File: config.mk
export PLATFORM = sky130hd
export DESIGN_NAME = shift_exec_stage_flat
export DESIGN_NICKNAME = d
export VERILOG_FILES = /design/src/rtl/shift_exec_stage_if.sv /design/src/rtl/shift_exec_stage.sv /design/src/flat_wrapper.sv
export SDC_FILE = /design/constraint.sdc
export NUM_CORES = 1
export LEC_CHECK = 0
export CORE_MARGIN = 5
export CORE_UTILIZATION = 51
export CTS_BUF_LIST = sky130_fd_sc_hd__clkbuf_4
export CTS_CLUSTER_SIZE = 20
export DETAILED_ROUTE_END_ITERATION = 16
export HOLD_SLACK_MARGIN = 0.08
export PLACE_DENSITY = 0.81
export REMOVE_ABC_BUFFERS = 1
export SLEW_MARGIN = 30
export SYNTH_ARGS = -nofsm -noshare
export SYNTH_HDL_FRONTEND = slang
export SYNTH_SLANG_ARGS = --single-unit
File: constraint.sdc
create_clock -name clk -period 2.6 [get_ports clk]
set_clock_uncertainty 0.1 [all_clocks]
set_input_delay 0.39 -clock clk [delete_from_list [all_inputs] [get_ports clk]]
set_output_delay 0.39 -clock clk [all_outputs]
set_load 0.01 [all_outputs]
File: src/rtl/shift_exec_stage_if.sv
// Request/result handshake bundle for the execute-stage shifter.
// master drives requests and accepts results; slave is the stage.
interface shift_exec_stage_if #(
  parameter int N = 32
);
  logic         in_valid;
  logic         in_ready;
  logic [N-1:0] in_data;
  logic [4:0]   in_shamt;
  logic [1:0]   in_op;
  logic         out_valid;
  logic         out_ready;
  logic [N-1:0] out_data;
  logic         out_illegal;

  modport master (
    output in_valid, in_data, in_shamt, in_op, out_ready,
    input  in_ready, out_valid, out_data, out_illegal
  );

  modport slave (
    input  in_valid, in_data, in_shamt, in_op, out_ready,
    output in_ready, out_valid, out_data, out_illegal
  );
endinterface

File: src/rtl/shift_exec_stage.sv
// Two-stage elastic SLL/SRL/SRA unit built around one left shifter.
// Right shifts run as bit-reverse, shift left, bit-reverse.
module shift_exec_stage #(
  parameter int N = 32
) (
  input  logic             clk,
  input  logic             rst_n,
  shift_exec_stage_if.slave io
);
  localparam int SW = $clog2(N);

  function automatic logic [N-1:0] f_rev(
    input logic [N-1:0] a
  );
    logic [N-1:0] r;
    for (int i = 0; i < N; i++) r[i] = a[N-1-i];
    return r;
  endfunction

  function automatic logic [N-1:0] f_sll(
    input logic [N-1:0]  a,
    input logic [SW-1:0] s
  );
    return a << s;
  endfunction

  logic          r_a_valid;
  logic [N-1:0]  r_a_data;
  logic [SW-1:0] r_a_shamt;
  logic [1:0]    r_a_op;
  logic          r_b_valid;
  logic [N-1:0]  r_b_data;
  logic          r_b_ill;

  logic          w_b_load;
  logic          w_a_load;
  logic          w_op_sll;
  logic          w_op_srl;
  logic          w_op_sra;
  logic [N-1:0]  w_core_in;
  logic [N-1:0]  w_core;
  logic [N-1:0]  w_srl;
  logic [N-1:0]  w_fill;
  logic [N-1:0]  w_res;
  logic          w_ill;

  assign w_b_load = !r_b_valid || io.out_ready;
  assign io.in_ready = rst_n && (!r_a_valid || w_b_load);
  assign w_a_load = io.in_valid && io.in_ready;

  assign w_op_sll = (r_a_op == 2'b00);
  assign w_op_srl = (r_a_op == 2'b01);
  assign w_op_sra = (r_a_op == 2'b11);

  assign w_core_in = w_op_sll ? r_a_data : f_rev(r_a_data);
  assign w_core = f_sll(w_core_in, r_a_shamt);
  assign w_srl = f_rev(w_core);
  // Top shamt bits set: these are the positions SRA must sign-fill.
  assign w_fill = ~f_rev(f_sll({N{1'b1}}, r_a_shamt))
                & {N{r_a_data[N-1]}};

  always_comb begin
    w_res = '0;
    w_ill = 1'b0;
    unique case (1'b1)
      w_op_sll: w_res = w_core;
      w_op_srl: w_res = w_srl;
      w_op_sra: w_res = w_srl | w_fill;
      default:  w_ill = 1'b1;
    endcase
  end

  always_ff @(posedge clk) begin
    if (!rst_n) begin
      r_a_valid <= 1'b0;
      r_a_data  <= '0;
      r_a_shamt <= '0;
      r_a_op    <= '0;
      r_b_valid <= 1'b0;
      r_b_data  <= '0;
      r_b_ill   <= 1'b0;
    end else begin
      if (w_a_load) begin
        r_a_data  <= io.in_data;
        r_a_shamt <= io.in_shamt;
        r_a_op    <= io.in_op;
      end
      if (w_a_load) r_a_valid <= 1'b1;
      else if (w_b_load) r_a_valid <= 1'b0;
      if (w_b_load) begin
        r_b_valid <= r_a_valid;
        if (r_a_valid) begin
          r_b_data <= w_res;
          r_b_ill  <= w_ill;
        end
      end
    end
  end

  assign io.out_valid   = r_b_valid;
  assign io.out_data    = r_b_data;
  assign io.out_illegal = r_b_ill;
endmodule

File: src/flat_wrapper.sv
// flat-port wrapper written by rule: the top's interface ports become plain ports
module shift_exec_stage_flat 
#(
  parameter int N = 32
)
  (clk, rst_n, io_in_valid, io_in_data, io_in_shamt, io_in_op, io_out_ready, io_in_ready, io_out_valid, io_out_data, io_out_illegal);
  shift_exec_stage_if #(.N(N)) io_i ();
  input  logic clk;
  input  logic rst_n;
  input wire logic [$bits(io_i.in_valid)-1:0] io_in_valid;
  input wire logic [$bits(io_i.in_data)-1:0] io_in_data;
  input wire logic [$bits(io_i.in_shamt)-1:0] io_in_shamt;
  input wire logic [$bits(io_i.in_op)-1:0] io_in_op;
  input wire logic [$bits(io_i.out_ready)-1:0] io_out_ready;
  output wire logic [$bits(io_i.in_ready)-1:0] io_in_ready;
  output wire logic [$bits(io_i.out_valid)-1:0] io_out_valid;
  output wire logic [$bits(io_i.out_data)-1:0] io_out_data;
  output wire logic [$bits(io_i.out_illegal)-1:0] io_out_illegal;
  assign io_i.in_valid = io_in_valid;
  assign io_i.in_data = io_in_data;
  assign io_i.in_shamt = io_in_shamt;
  assign io_i.in_op = io_in_op;
  assign io_i.out_ready = io_out_ready;
  assign io_in_ready = io_i.in_ready;
  assign io_out_valid = io_i.out_valid;
  assign io_out_data = io_i.out_data;
  assign io_out_illegal = io_i.out_illegal;
  shift_exec_stage #(.N(N)) u_core (.clk(clk), .rst_n(rst_n), .io(io_i));
endmodule
# Word-level counts from Yosys, hierarchy flattened
# Cells that the tools add are included.
[totals]
reg_bits = 74
inputBits = 43
out_inout_bits = 35
[op_classes]
eq_ne = 2
shifts = 2
muxes = 5
bitwise_logic = 3
n_reduce_logical = 10
[ops]
columns = ["op", "n"]
rows = [
  ["one-hot mux 32 bit (3 select lines)", 1],
  ["AND 32 bit", 1],
  ["2-to-1 mux 32 bit", 1],
  ["NOT 32 bit", 1],
  ["OR 32 bit", 1],
  ["left shift 32 x 5 -> 32 bit", 1],
  ["left shift 32 x 5 -> 32 bit (first input constant)", 1],
  ["2-to-1 mux 1 bit", 3],
  ["OR reduction 3 bit", 1],
  ["equality test 2 x 1 -> 1 bit (second input constant)", 1],
  ["equality test 2 bit (second input constant)", 1],
  ["logical AND 1 bit", 2],
  ["zero test 1 bit", 2],
  ["zero test 2 bit", 1],
  ["logical OR 1 bit", 2],
  ["AND reduction 2 bit", 1],
  ["nonzero test 2 bit", 1],
]

# Longest topological paths before layout
# Gate-level depths: netlist (run 1).
[logic_depth]
word_depth = 6
ltp_mapped = 10
mapped_depth_nobuf = 7

# Least setup slack after synthesis (run 1)
# OpenSTA, ideal clock, no wires.
[synth_path]
path_type = "reg2reg"
startpoint = "register u_core.r_a_shamt[1]"
endpoint = "register u_core.r_b_data[19], in the netlist u_core.io.out_data[19]"
setup_ns = 0.122
t_arrival_ns = 2.188
required_ns = 2.378
slack_ns = 0.190
stages_incl_launch_ff = 10
path_buffers = 2
period_less_slack_ns = 2.410
path_cell_list = "dfxtp_1 > buf_6 > inv_4 > buf_12 > mux4_2 > mux4_2 > a22oi_2 > o31ai_1 > a221oi_1 > nor2_1"
[synth_via]
elab_chain_cells = 5
[synth_rtl]
columns = ["element", "line_no", "rtl"]
rows = [
  ["start: declaration", "shift_exec_stage.sv:29", "logic [SW-1:0] r_a_shamt;"],
  ["start signal: assignment", "shift_exec_stage.sv:85", "r_a_shamt <= io.in_shamt;"],
  ["left shift 32 x 5 -> 32 bit", "shift_exec_stage.sv:24", "return a << s;"],
  ["NOT 32 bit", "shift_exec_stage.sv:59", "assign w_fill = ~f_rev(f_sll({N{1'b1}}, r_a_shamt))"],
  ["AND 32 bit", "shift_exec_stage.sv:60", "& {N{r_a_data[N-1]}};"],
  ["OR 32 bit", "shift_exec_stage.sv:68", "w_op_sra: w_res = w_srl | w_fill;"],
  ["one-hot mux 32 bit (3 select lines) *", "shift_exec_stage.sv:65", "unique case (1'b1)"],
  ["end signal: assignment", "shift_exec_stage.sv:93", "r_b_data <= w_res;"],
  ["end: declaration", "shift_exec_stage.sv:32", "logic [N-1:0] r_b_data;"],
]
# Mark *: on every way between the ends. The rest lies on a longest branch, timed or not.
# A chain may end at the register's enable or synchronous reset.

# Worst setup path in the final report (run 1)
[layout_path]
startpoint = "register u_core.r_a_shamt[1]"
endpoint = "register u_core.r_b_data[10], in the netlist u_core.io.out_data[10]"
# Same word-level chain as after synthesis.

==> reports/results.ini, run 1 <==
[clocking]
clockBufferDepth = 2
cts_max_level = 3
cts_inserted_buffers = 9
cts_hold_buf = 0
cts_num_sinks = 74
cts_root_buf = clkbuf_4
path_clk_slew_ns = 0.14
insertion_delay_ns = 0.46
tritoncts = built

[timing]
layout_worst_path_cycle_share_pct = 99.11
hold_violations = 0
slew_violations = 0
worst_slew_pin_slew_ns = 0.6692
hold_slack_ns = 0.3444
setup_violations = 0
max_freq_mhz = 388.1
rsz0062_at_grt = yes
setup_slack_ns = 0.02306
slew_headroom_pct = 55.22
fin_crit_ns = 2.577

[worst_hold_path]
min_to = u_core.r_a_data[31]
worstHoldStart = io_in_data[31]
hp-class = in -> reg
whs_path_depth = 3

[synth]
synth_area_leaders = dfxtp_1 28%, mux4_2 13%, nand2_1 8.7%
yosys.area.top_type = dfxtp_1
netlist_area_mm2 = 0.005288
synthTopCellsByCount = 122 x nand2_1, 74 x dfxtp_1, 53 x nand3_1
synthCells = 643
synth-edff-count = 0
yosysSeqAreaShare_pct = 28.02
yosysWarnings = 0
netlist.area_leader.share_pct = 28.02
avgSynthCellArea_um2 = 8.223
synth_ff_type = dfxtp_1
synth-seq-cells = 74
synth.distinct_cells = 58
synthArstFlopShare_pct = 0
synth.most_common_cell = nand2_1

[die]
dieArea_mm2 = 0.01250
rows = 37
die-height_um = 111.8
io-pin-count = 78
dieWidth_um = 111.8
fp.coreArea_mm2 = 0.01023
initial_core_util_pct = 51.68

[global_routing]
grt_max_degree = 48
track_usage_pct = 31.77
grt.met2_usage_pct = 53.24
first_global_vias = 5699
antenna_found_initial = 0
met1_usage_pct = 41.64
grt_pass1_wl_mm = 31.82
met3_usage_pct = 4.565
globalRouteOverflowTotal = 0
top_usage_layer = met2

[critical_path]
r2r-end = u_core.io.out_data[10]
r2r-start = u_core.r_a_shamt[1]
rrSetupSlack_ns = 0.02
end_kind = flip-flop
r2r_cells = 9
path_max_fanout = 10
crit_type = reg -> reg
start_kind = flip-flop
required_ns = 2.87
arrival_ns = 2.85

[pwr]
peakVddDrop_mv = 0.3293
pwr_density_cell_mw_per_mm2 = 527.2
p_leak_nw = 2.815

[placed_design]
dp_hpwl_mm = 15.16
pre_cts_ws_ns = -0.08881
portBuffers = 77
dp_cells = 874
globalplace.congestion = 1.056

[routing]
postRouteAntennaNets = 0
vias_per_cell = 6.539
drtIter0Drc = 554
wirelength_mm = 20.23
detail_route.wl_per_cell_um = 22.48
remaining_drc_errors = 0
drt_pass1_iterations = 5
via_count = 5885

[cells_and_area]
area_growth_pct = 31.78
fin_nets = 802
finalNonFillerCells = 900
fillers = 834
antenna_cells = 0
drive_above_1_share_pct = 23.69

[outcome]
status = finished, final reports clean

[flow_run]
cap_violations = 0

==> metrics by stage <==
step	instance area, µm²	utilization (%)	TNS (ns)	power [mW]
after floorplan	5026	-	-22.68	1.992
after global placement	6570	64.22	-0.05649	2.599
after detailed placement	6570	64.22	-0.7909	2.615
after CTS	6756	66.04	0	3.550
after global routing	6968	68.11	-0.09978	3.823
final	6968	68.11	0	3.673
==> worst max-delay path by stage <==
stage	startpoint	cells after the start	slack [ns]	end
4_1_cts	u_core.r_a_shamt[1]	9	0.001	u_core.io.out_data[10]
5_1_grt	u_core.r_a_shamt[1]	9	-0.03	u_core.io.out_data[10]
6_report	u_core.r_a_shamt[1]	9	0.02	u_core.io.out_data[10]
3_3_place_gp	u_core.r_a_op[0]	7	-0.03	u_core.io.out_data[12]
2_1_floorplan	u_core.r_a_op[0]	7	-0.86	u_core.io.out_data[0]
3_5_place_dp	u_core.r_a_op[1]	8	-0.09	u_core.io.out_data[19]
==> power by group <==
group	switching, mW	internal (mW)	leakage, nW
combinational	0.753	0.665	2.11
clock	0.465	0.486	0.0979
sequential	0.0883	1.22	0.610
total	1.31	2.37	2.81
==> sequential cells by signal (all words and copies together), names as in the netlist <==
signal and count:
u_core.io.out_data 32, u_core.r_a_data 32, u_core.r_a_shamt 5, u_core.r_a_op 2, u_core.io.out_illegal 1, u_core.io.out_valid 1, u_core.r_a_valid 1
==> layout make-up <==
class,count,area (µm²),share of cell area (%)
tap,136,170.2,2.442
timing repair buffer,164,1463,20.99
multi-input combinational,503,3637,52.20
sequential,74,1485,21.31
clock buffer,9,67.56,0.9697
inverter,7,28.78,0.4130
clock inverter,7,116.4,1.670
==> per-layer routing <==
metal  vias to the layer above  part of all wire, %
li1                       2658                    -
met1                      2791                   40
met4                         0                  3.1
met5                         -                    0
met3                        61                  7.9
met2                       375                   49
==> kinds of logic (layout without fill, tap and decap cells) <==
family | Yosys count | after routing | share of synthesized area (%)
compound gates | 198 | 198 | 25.39
flops | 74 | 74 | 28.02
simple gates | 242 | 242 | 19.57
buf+inv | 66 | 187 | 5.490
mux | 63 | 63 | 21.53
==> repair_timing <==
action | CTS | global route
pin swaps | 0 | 11
resized for setup | 2 | 39
setup endpoints to repair | 23 | 26
gates cloned | 0 | 1
buffers inserted | 0 | 9
==> placed cells by master, fill, tap and decap left out, drive strengths merged, types with 3 or more instances in the layout <==
master,netlist,routed
nand2,122,122
buf,22,88
clkdlybuf4s50,0,76
dfxtp,74,74
nand3,53,53
o21ai,45,45
nor2,42,42
a21oi,39,39
mux4,38,38
mux2i,20,20
a22oi,16,16
o22ai,11,11
o211ai,9,9
clkbuf,37,9
o221a,8,8
o221ai,8,8
o31ai,8,8
a21o,7,7
inv,6,7
a31oi,6,6
nor3,6,6
a22o,6,6
mux2,5,5
a32oi,5,5
nor2b,5,5
a21boi,5,5
o22a,4,4
and2,4,4
o21a,4,4
clkinv,1,4
bufinv,0,3
==> critical path, stage by stage (launching register included) <==
cell     delay, ns
dfxtp_2       0.36
inv_4         0.08
buf_12        0.14
mux4_2        0.55
mux2_2        0.28
mux2i_1       0.20
buf_4         0.16
o22a_1        0.22
o31ai_2       0.09
a221o_1       0.30
Power figures use the tool's default switching activity.
==> inputs of run 2 (changes only) <==
--- a/config.mk
+++ b/config.mk
@@ -5,6 +5,7 @@
 export SDC_FILE = /design/constraint.sdc
 export NUM_CORES = 1
 export LEC_CHECK = 0
+export ABC_CLOCK_PERIOD_IN_PS = 2600
 export CORE_MARGIN = 5
 export CORE_UTILIZATION = 51
 export CTS_BUF_LIST = sky130_fd_sc_hd__clkbuf_4
==> results of run 2 <==
Same layout as run 1: the final DEF is identical, and so are final timing and power.
==> inputs of run 3 (changes only) <==
--- a/config.mk
+++ b/config.mk
@@ -14,6 +14,7 @@
 export HOLD_SLACK_MARGIN = 0.08
 export PLACE_DENSITY = 0.81
 export REMOVE_ABC_BUFFERS = 1
+export SETUP_SLACK_MARGIN = 0.05
 export SLEW_MARGIN = 30
 export SYNTH_ARGS = -nofsm -noshare
 export SYNTH_HDL_FRONTEND = slang
==> run 3 against run 2 <==
Compared with the run above: non-clock buffer count up 2; die area unchanged; first-iteration DRC count rose by 9.0%; critical path type unchanged; highest routed layer unchanged.
==> reports/results.ini, run 3 (same netlist as run 1, synthesis figures left out) <==
[cells_and_area]
utilization_pct = 68.57  ; was 68.11%
most-common-layout-cells = 121 x nand2_1, 80 x buf_4, 76 x clkdlybuf4s50_1  ; unchanged
final_common_cell = nand2_1  ; unchanged
design_area_mm2 = 0.007015  ; was 0.006968 mm²
drive_above_1_share_pct = 24.54  ; was 23.69%
area_growth_pct = 32.68  ; was 31.78%
fin_nets = 804  ; was 802

[critical_path]
crit_chain = buf_8 > nor2_4 > buf_6 > mux4_2 > mux2i_2 > mux4_2 > buf_6 > o211ai_1 > o221a_2  ; was inv_4 > buf_12 > mux4_2 > mux2_2 > mux2i_1 > buf_4 > o22a_1 > o31ai_2 > a221o_1
arrival_ns = 2.83  ; was 2.85 ns
crit_type = reg -> reg  ; unchanged
endpoint = u_core.io.out_data[16]  ; was u_core.io.out_data[10]
required_ns = 2.89  ; was 2.87 ns
crit_slowest_cell = mux4_2  ; unchanged
path_max_fanout = 7  ; was 10
r2r-end = u_core.io.out_data[16]  ; was u_core.io.out_data[10]
r2r_cells = 9  ; unchanged
start_kind = flip-flop  ; unchanged
r2r-start = u_core.r_a_op[1]  ; was u_core.r_a_shamt[1]
startpoint = u_core.r_a_op[1]  ; was u_core.r_a_shamt[1]
end_kind = flip-flop  ; unchanged
max_stage_delay_ns = 0.60  ; was 0.55 ns
rrSetupSlack_ns = 0.07  ; was 0.02 ns

[clocking]
cts_hold_buf = 0  ; unchanged
cts_num_sinks = 74  ; unchanged
tritoncts = built  ; unchanged
cts_max_level = 3  ; unchanged
cts_inserted_buffers = 9  ; unchanged
clockBufferDepth = 2  ; unchanged
cts_root_buf = clkbuf_4  ; unchanged
insertion_delay_ns = 0.48  ; was 0.46 ns
path_clk_slew_ns = 0.14  ; about the same

[routing]
via_count = 5856  ; was 5885
postRouteAntennaNets = 0  ; unchanged
detail_route.wl_per_cell_um = 22.51  ; was 22.48 µm
drtIter0Drc = 604  ; was 554
remaining_drc_errors = 0  ; unchanged
vias_per_cell = 6.485  ; was 6.539
drt_pass1_iterations = 6  ; was 5
wirelength_mm = 20.33  ; was 20.23 mm

[pwr]
pwr_density_cell_mw_per_mm2 = 526.9  ; was 527.2 mW/mm²
peakVddDrop_mv = 0.3280  ; was 0.3293 mV
p_leak_nw = 2.821  ; was 2.815 nW
fin_total_pwr_mw = 3.696  ; was 3.673 mW

[global_routing]
met1_usage_pct = 41.96  ; was 41.64%
grt.met2_usage_pct = 53.20  ; was 53.24%
globalRouteOverflowTotal = 0  ; unchanged
grt_pass1_wl_mm = 31.85  ; was 31.82 mm
antenna_found_initial = 0  ; unchanged
grt_max_degree = 48  ; unchanged
met3_usage_pct = 4.185  ; was 4.565%
first_global_vias = 5705  ; was 5699
track_usage_pct = 31.80  ; was 31.77%
top_usage_layer = met2  ; unchanged

[die]
die-height_um = 111.8  ; unchanged
rows = 37  ; unchanged
dieWidth_um = 111.8  ; unchanged
dieArea_mm2 = 0.01250  ; unchanged
io-pin-count = 78  ; unchanged
initial_core_util_pct = 51.68  ; unchanged
fp.coreArea_mm2 = 0.01023  ; unchanged

[timing]
max_freq_mhz = 394.5  ; was 388.1 MHz
setup_violations = 0  ; unchanged
fin_crit_ns = 2.535  ; was 2.577 ns
slew_violations = 0  ; unchanged
hold_violations = 0  ; unchanged
layout_worst_path_cycle_share_pct = 97.49  ; was 99.11%
slew_headroom_pct = 54.89  ; was 55.22%
worst_slew_pin_slew_ns = 0.6742  ; was 0.6692 ns
rsz0062_at_grt = yes  ; unchanged

[placed_design]
dp_hpwl_mm = 15.16  ; unchanged
globalplace.congestion = 1.056  ; unchanged
portBuffers = 77  ; unchanged
place_area_mm2 = 0.006570  ; unchanged

[worst_hold_path]
hp-class = in -> reg  ; unchanged

[flow_run]
cap_violations = 0  ; unchanged

[outcome]
status = finished, final reports clean  ; unchanged

[run 3: cell count changes in the layout (fill, tap and decap cells not counted), sizes merged]
| cell | previous run | this run |
|---|---|---|
| diode | 0 | 1 |
| clkbuf | 9 | 10 |
| buf | 88 | 89 |
[run 3: report_power, final]
part	internal, mW	leakage [nW]	switching [mW]
Sequential	1.22	0.611	0.0882
Clock	0.486	0.0979	0.473
Combinational	0.675	2.11	0.758
Total	2.38	2.82	1.32
[run 3: cell type report]
cell class              count  area [µm²]
multi-input cells         503        3655
fillers                   822        3216
repair buffers            166        1489
flip-flops and latches     74        1486
well taps                 136       170.2
clock inverters             7       116.4
clock buffers               9       67.56
inverters                   7       28.78
diodes                      1       2.502
[run 3: per-layer routing]
metal	vias up	share of wire [%]	routed length, µm
met5	-	0	0
met4	0	3.4	700
met3	72	7.9	1613
met2	334	49	9895
met1	2779	40	8117
li1	2671	-	-
[run 3: worst min path at each step]
stage	start	end	slack (ns)	depth (start not counted)
2_1_floorplan	u_core.r_a_data[19]	u_core.r_a_data[19]	0.36	2
3_3_place_gp	u_core.io.out_illegal	u_core.io.out_illegal	0.35	2
3_5_place_dp	u_core.io.out_illegal	u_core.io.out_illegal	0.36	2
4_1_cts	io_in_shamt[1]	u_core.r_a_shamt[1]	0.33	3
5_1_grt	io_in_data[2]	u_core.r_a_data[2]	0.33	3
6_report	io_in_data[31]	u_core.r_a_data[31]	0.33	3
[run 3: per-stage QoR]
stage | std cells | hold slack, ns | TNS, ns | setup slack, ns
floorplan | 584 | 0.3558 | -22.68 | -0.8614
detailed placement | 874 | 0.3642 | -0.7909 | -0.08881
global placement | 874 | 0.3480 | -0.05649 | -0.03164
global route | 902 | 0.3286 | -0.05315 | -0.03308
finish | 903 | 0.3270 | 0 | 0.06517
CTS | 891 | 0.3285 | 0 | 0.02338
[run 3: critical path: cells and delay by family, from the launching register on]
kind	cells	cell delay [ns]
mux	3	1.11
compound gates	2	0.33
simple gates	1	0.16
buf+inv	3	0.39
flops	1	0.36
[run 3: repair_timing]
| item | 4_1_cts | 5_1_grt |
|---|---|---|
| endpoints found under the hold margin | 0 | 0 |
| gates resized for setup | 11 | 38 |
| buffers inserted | 1 | 10 |
| gates cloned | 0 | 1 |
| pin swaps | 0 | 15 |
| endpoints found under the setup margin | 27 | 31 |
